`src/rtl/gzip_out_stream_bridge.sv`:
```
// Drains a fixed-read-latency FIFO into an AXI4-Stream master through a credit-guarded skid buffer, with byte swap, counters and irq.
// Latency: rden in cycle 0 -> tvalid in cycle RD_LATENCY+1. Backpressure: reads are only issued while buffered+in-flight < SKID_DEPTH.
// Optional stall counter port enabled by defining GZIP_OUT_BRIDGE_STALL_CNT_EN.
module gzip_out_stream_bridge #(
    parameter int DATA_WIDTH = 32,
    parameter int RD_LATENCY = 1,
    parameter int SKID_DEPTH = 4,
    parameter int CNT_WIDTH  = 32
) (
    input  logic                  core_clock,
    input  logic                  bus_reset,
    input  logic                  rev_endianness_in,
    input  logic                  cnt_clr,
    input  logic                  fifo_empty,
    output logic                  fifo_rden,
    input  logic [DATA_WIDTH-1:0] fifo_data,
    input  logic                  fifo_last,
    output logic [DATA_WIDTH-1:0] m_axis_tdata,
    output logic                  m_axis_tvalid,
    input  logic                  m_axis_tready,
    output logic                  m_axis_tlast,
    output logic [CNT_WIDTH-1:0]  beat_count,
    output logic [CNT_WIDTH-1:0]  pkt_count,
    output logic                  pkt_done_irq,
    output logic                  busy
`ifdef GZIP_OUT_BRIDGE_STALL_CNT_EN
    ,
    output logic [CNT_WIDTH-1:0]  stall_count
`endif
);

    localparam int NUM_BYTES = DATA_WIDTH / 8;
    localparam int PTR_W     = $clog2(SKID_DEPTH);
    localparam int OCC_W     = PTR_W + 1;
    localparam int SUM_W     = OCC_W + 4;

    logic [RD_LATENCY-1:0] rd_sr;
    logic [SUM_W-1:0]      inflight_cnt;
    logic [SUM_W-1:0]      credit_sum;
    logic [PTR_W-1:0]      wr_ptr;
    logic [PTR_W-1:0]      rd_ptr;
    logic [OCC_W-1:0]      occ;
    logic                  rst_hold;
    logic                  push;
    logic                  pop;
    logic [DATA_WIDTH-1:0] swapped_dat;
    logic [DATA_WIDTH-1:0] buf_dat [SKID_DEPTH];
    logic [SKID_DEPTH-1:0] buf_last;

    always_comb begin
        inflight_cnt = '0;
        for (int i = 0; i < RD_LATENCY; i++) begin
            inflight_cnt = inflight_cnt + SUM_W'(rd_sr[i]);
        end
    end

    always_comb begin
        swapped_dat = '0;
        for (int i = 0; i < NUM_BYTES; i++) begin
            swapped_dat[8*i +: 8] = fifo_data[8*(NUM_BYTES-1-i) +: 8];
        end
    end

    // Credit counts every read still in the pipe; a same-cycle pop is deliberately not credited.
    assign credit_sum    = SUM_W'(occ) + inflight_cnt;
    assign fifo_rden     = ~rst_hold & ~fifo_empty & (credit_sum < SUM_W'(SKID_DEPTH));
    assign push          = rd_sr[RD_LATENCY-1];
    assign pop           = m_axis_tvalid & m_axis_tready;
    assign m_axis_tvalid = (occ != '0);
    assign m_axis_tdata  = m_axis_tvalid ? buf_dat[rd_ptr] : '0;
    assign m_axis_tlast  = m_axis_tvalid & buf_last[rd_ptr];
    assign busy          = (inflight_cnt != '0) | (occ != '0);

    always_ff @(posedge core_clock or posedge bus_reset) begin
        if (bus_reset) begin
            rst_hold <= 1'b1;
            rd_sr    <= '0;
            wr_ptr   <= '0;
            rd_ptr   <= '0;
            occ      <= '0;
        end else begin
            rst_hold <= 1'b0;
            rd_sr    <= (rd_sr << 1) | RD_LATENCY'(fifo_rden);
            if (push) begin
                wr_ptr <= wr_ptr + PTR_W'(1);
            end
            if (pop) begin
                rd_ptr <= rd_ptr + PTR_W'(1);
            end
            occ <= occ + OCC_W'(push) - OCC_W'(pop);
        end
    end

    // Storage needs no reset: every entry is written before occupancy exposes it.
    always_ff @(posedge core_clock) begin
        if (push) begin
            buf_dat[wr_ptr]  <= rev_endianness_in ? swapped_dat : fifo_data;
            buf_last[wr_ptr] <= fifo_last;
        end
    end

    always_ff @(posedge core_clock or posedge bus_reset) begin
        if (bus_reset) begin
            beat_count   <= '0;
            pkt_count    <= '0;
            pkt_done_irq <= 1'b0;
        end else begin
            pkt_done_irq <= pop & m_axis_tlast;
            if (cnt_clr) begin
                beat_count <= '0;
                pkt_count  <= '0;
            end else if (pop) begin
                if (beat_count != '1) begin
                    beat_count <= beat_count + CNT_WIDTH'(1);
                end
                if (m_axis_tlast && (pkt_count != '1)) begin
                    pkt_count <= pkt_count + CNT_WIDTH'(1);
                end
            end
        end
    end

`ifdef GZIP_OUT_BRIDGE_STALL_CNT_EN
    always_ff @(posedge core_clock or posedge bus_reset) begin
        if (bus_reset) begin
            stall_count <= '0;
        end else if (cnt_clr) begin
            stall_count <= '0;
        end else if (m_axis_tvalid && !m_axis_tready && (stall_count != '1)) begin
            stall_count <= stall_count + CNT_WIDTH'(1);
        end
    end
`endif

    skid_no_overflow: assert property (@(posedge core_clock) disable iff (bus_reset)
        !(push && (occ == OCC_W'(SKID_DEPTH))));

endmodule

```
`config.mk`:
```
export PLATFORM = sky130hd
export DESIGN_NAME = gzip_out_stream_bridge
export DESIGN_NICKNAME = d
export VERILOG_FILES = /design/src/rtl/gzip_out_stream_bridge.sv
export SDC_FILE = /design/constraint.sdc
export NUM_CORES = 1
export LEC_CHECK = 0
export CAP_MARGIN = 15
export CORE_ASPECT_RATIO = 1.1
export CORE_MARGIN = 3
export CORE_UTILIZATION = 35
export DETAILED_ROUTE_END_ITERATION = 12
export HOLD_SLACK_MARGIN = 0.15
export PLACE_DENSITY = 0.59
export REMOVE_ABC_BUFFERS = 1
export SKIP_LAST_GASP = 1
export SYNTH_ARGS = -nofsm -noshare
export SYNTH_HDL_FRONTEND = slang
export SYNTH_SLANG_ARGS = --single-unit
```
`constraint.sdc`:
```
create_clock -name core_clock -period 3.2 [get_ports core_clock]
set_clock_uncertainty 0.1 [all_clocks]
set_input_delay 0.48 -clock core_clock [delete_from_list [all_inputs] [get_ports core_clock]]
set_output_delay 0.48 -clock core_clock [all_outputs]
set_load 0.1 [all_outputs]
```
* Word level (Yosys, flattened, before mapping) *
Memories as Yosys holds them, arrays and structs flattened.
Index checks and enable logic that the tools add are counted.

operators by class
  add/sub/neg operators = 7
  order comparisons = 4
  equality and inequality tests = 2
  muxes and demuxes = 15
  bitwise logic cells = 8
  reductions and logical operators = 8

operators with widths
  kind                                                         number
  2-to-1 mux 32 bit                                            8
  adder 32 x 1 -> 32 bit (second input constant)               2
  != test 32 bit (second input constant)                       2
  less-than comparator 2 x 3 -> 1 bit (second input constant)  2
  nonzero test 2 bit                                           3
  bitwise AND 1 bit                                            5
  adder 2 x 1 -> 2 bit (second input constant)                 2
  adder 3 x 1 -> 4 bit                                         1
  bitwise mux 4 bit                                            1
  less-than comparator 4 x 3 -> 1 bit (second input constant)  1
  2-to-1 mux 1 bit                                             4
  AND reduction 2 bit                                          2
  adder 3 x 1 -> 3 bit                                         1
  nonzero test 3 bit                                           1
  subtractor 3 x 1 -> 3 bit                                    1
  binary-select mux 1 bit (select 2 bit)                       1
  demux 1 bit (select 2 bit)                                   1
  >= comparator 2 x 1 -> 1 bit (second input constant)         1
  logical AND 1 bit                                            2
  NOT 1 bit                                                    2
  OR 1 bit                                                     1

word-level totals
  bits in registers = 78
  bits in writable memories = 128
  input port bits = 39
  memories kept = 1

memories
  memory   words  width  read ports  clocked after memory_dff  wr ports  line  RTL
  buf_dat  4      32     1           0                         1         47    logic [DATA_WIDTH-1:0] buf_dat [SKID_DEPTH];

* Logic depth before layout (Yosys ltp) *
  depth in word-level cells = 7
  mapped depth = 9
  depth with buffers taken out = 8

* Worst setup path after synthesis *
No wires, ideal clock.

  kind = register to output
  from = register occ[1]
  to = output fifo_rden
  data arrival time = 3.034 ns
  path slack = -0.414 ns
  cell stages (with the launch flop) = 5
  path through = dfrtp_1 ha_1 and4b_1 mux2i_1 nor3_1

between the ends
  word-level cells in the longest chain between the ends = 3

RTL lines
  what                                 line  RTL
  from (decl)                          42    logic [OCC_W-1:0] occ;
  from (signal assigned)               90    occ <= occ + OCC_W'(push) - OCC_W'(pop);
  adder 3 x 1 -> 4 bit                 65    assign credit_sum = SUM_W'(occ) + inflight_cnt;
  less-than comparator 4 x 3 -> 1 bit  66    assign fifo_rden = ~rst_hold & ~fifo_empty & (credit_sum < SUM_W'(SKID_DEPTH));
  bitwise AND 1 bit                    66
  to (decl)                            15    output logic fifo_rden,

Every way passes these cells.

* Worst setup path after layout *
  from = register rd_ptr[0]
  to = output m_axis_tdata[4]

between the ends
  word-level cells in the longest chain between the ends = 2

RTL lines
  what                      line  RTL
  from (decl)               41    logic [PTR_W-1:0] rd_ptr;
  from (signal assigned)    88    rd_ptr <= rd_ptr + PTR_W'(1);
  memory read (4 x 32 bit)  n/a
  2-to-1 mux 32 bit         70    assign m_axis_tdata = m_axis_tvalid ? buf_dat[rd_ptr] : '0;
  to (decl)                 18    output logic [DATA_WIDTH-1:0] m_axis_tdata,

Every way passes these cells.

==> results.cfg <==
[global_routing]
antenna_found_initial = 1
grt_pass1_vias = 6616
grt_pass1_wl_um = 37000
grt-ovfl-total = 0
track_usage = 0.156
grt_max_degree = 75

[run]
cap_violations = 0

[clock_tree]
clock_path_buffers = 3
clk_pin_slew_ns = 0.06
htreeDepth = 1
clock_latency_ns = 0.50
post-cts-setup-buffers = 0
cts_buffers = 24
cts_tree = yes
root_buffer = clkbuf_16
cts_hold_buf = 0
cts_resized = 0
clock-sinks = 206

[synthesis]
post-synth-top-area-cell = edfxtp_1
synth_area_leaders = edfxtp_1, dfrtp_1, mux4_2
syn_area_per_cell_um2 = 13.6
ys.flop_type = edfxtp_1
synth_cell_types = 57
ys_seq_area_frac = 0.606
synth_edf_count = 132
yosysTopAreaCellShare = 0.413
synthCells = 706
synthArstFlopShare = 0.359
synth_area_um2 = 9600
yosysWarnings = 0
ys_ff_latch = 206

[sta]
final-setup-viol-count = 0
hold_viol = 0
min_period_ns = 2.95
hold_ws_ns = 0.285
worstMarginPinSlew_ns = 0.903
final.setup.worst_slack_ns = 0.252
finalCritPeriodShare = 0.921
rsz0062_at_grt = no
relSlewSlack = 0.398
slew_viol_final = 0
fmax_ghz = 0.339

[detailed_routing]
drt_wl_total_um = 23100
antenna_left = 0
first_pass_iters = 4
drc = 0
vias = 6530
post_drt_wl_per_cell_um = 18.9
drtIter0Drc = 354
avgViaCountPerCell = 5.35

[run_status]
outcome = completed

[critical_path]
end_kind = output pin
startpoint_type = flip-flop
crit_type = flip-flop to output pin
crit_path_max_fanout = 24
cpLargestDelayFamily = buffers and inverters
slowest_delay_ns = 0.56
cp.arrival_ns = 2.37
worstPathCellList = buf_4 > mux4_2 > nor2b_1 > buf_12
slowest_stage = mux4_2
worst-path-buf-inv = 2
cp.required_ns = 2.62

[placement]
dp_worst_setup_slack_ns = 0.445
portBuffers = 139
dp_cells = 1178
dpl.hpwl_um = 14700
gp_congestion = 0.853

[layout]
fin_cells = 1221
diodes = 0
post-route-util = 0.467
drive_gt1_frac = 0.277
nets = 901
areaGrowthSynthToFinish_pct = 29.1
nFillCells = 2387

[floorplan]
die_width_um = 164
fp.coreArea_um2 = 26500
start_util = 0.362
ios = 140
num_rows = 62
dieArea_um2 = 29500
die_h_um = 180

[power]
p_leak_nw = 4.54
p_per_area_nw_per_um2 = 906
irDropWorstVdd_mv = 1.15

[hold_path]
min_path_type = input pin to asynchronous set/reset pin
-- final timing paths --
check                                               start                    endpoint  slack, ns  depth (start not counted)
worst max-delay path                rd_ptr[0]$_DFFE_PP0P_             m_axis_tdata[4]       0.25                          4
worst min-delay path                            bus_reset  beat_count[31]$_DFFE_PP0P_       0.29                          3
worst max register to register  beat_count[0]$_DFFE_PP0P_   beat_count[0]$_DFFE_PP0P_       0.50                          7
worst min register to register      wr_ptr[0]$_DFFE_PP0P_       wr_ptr[0]$_DFFE_PP0P_       0.44                          1
max in group asynchronous                       bus_reset   pkt_count[23]$_DFFE_PP0P_       2.38                          3
min in group core_clock                        fifo_empty              push$_DFF_PP0_       0.43                          2
-- metal layers --
layer  up-vias  track usage  routed length [um]
met2       146        0.258               11200
met5         -            0                  13
met3        27       0.0451                1770
met1      3305        0.206                9810
met4         2       0.0284                 285
li1       3050            -                   -
-- worst register-to-register path, delay by kind of cell (launching register included) --
family | cells | cell delay [ns]
AND/OR/NAND/NOR | 4 | 1.53
flip-flops | 1 | 0.42
buffers and inverters | 1 | 0.24
adder cells (fa/ha/maj) | 1 | 0.20
AO/OA/AOI/OAI | 1 | 0.07
-- synth_stat cells, types with 21 or more instances --
cell type    n
or4_1       21
nor2_1      28
a21oi_1     44
dfrtp_1     73
nand4_1     30
nor2b_1     39
nand2_1     22
o21ai_0     24
mux4_2      33
clkbuf_1    22
or3_1       21
edfxtp_1   132
mux2_2      35
-- stage by stage --
step           TNS (ns)  total power [mW]  instance area (um2)
3_3_place_gp          0              8.57                11600
2_1_floorplan    -28.57              6.64                 9430
6_report              0              11.2                12400
3_5_place_dp          0              8.58                11600
4_1_cts               0              11.4                12400
5_1_grt               0              11.7                12400
-- flip-flops by register name, summed over array words and instances, names as in the netlist, 2 cells and up --
register / flops
wr_ptr: 2
rd_ptr: 2
buf_dat: 128
buf_last: 4
pkt_count: 32
beat_count: 32
occ: 3
-- area by class of cell --
type | instances | area, um2 | share of cell area
Tap cell | 352 | 440 | 0.0355
Multi-Input combinational cell | 441 | 3540 | 0.286
Inverter | 21 | 78.8 | 0.00636
Clock inverter | 8 | 92.6 | 0.00747
Sequential cell | 206 | 5820 | 0.469
Timing Repair Buffer | 158 | 1700 | 0.137
Clock buffer | 35 | 724 | 0.0584
-- report_power, final --
part,internal [mW],switching (mW),total [mW]
clock network,1.72,1.06,2.78
logic,1.83,3.45,5.28
registers,3.06,0.116,3.17
total,6.61,4.63,11.2
-- logic make-up (layout without fill, tap and decap cells) --
kind of cell	Yosys count	count (layout)	synth area share
other	1	1	0.000391
multiplexers	73	73	0.125
XOR/XNOR	11	11	0.0100
adder cells (fa/ha/maj)	10	10	0.0138
AND/OR/NAND/NOR	240	240	0.151
buffers and inverters	59	222	0.0261
AO/OA/AOI/OAI	106	106	0.0684
flip-flops	206	206	0.606
-- placed cells by master (no fill, tap or decap), types with 4 or more instances in the layout --
master,synthesis,routed
buf_4,3,86
a21oi_1,44,44
nor4_1,8,8
or4_1,21,21
clkbuf_1,22,5
o21ai_0,24,24
dfrtp_1,73,72
inv_1,20,19
mux4_2,33,33
nand2_1,22,22
clkbuf_16,0,26
o31ai_1,20,20
and4_1,10,10
nand4_1,30,30
nand3_1,19,19
and3_1,10,10
or3_1,21,21
nor2b_1,39,39
edfxtp_1,132,132
clkdlybuf4s50_1,0,37
nor3_1,10,9
ha_1,9,9
mux2_2,35,35
clkbuf_8,0,4
nor2_1,28,28
buf_12,0,34
and2_1,6,6
xor2_1,8,8
No activity file was read; power rests on OpenSTA's default activity.
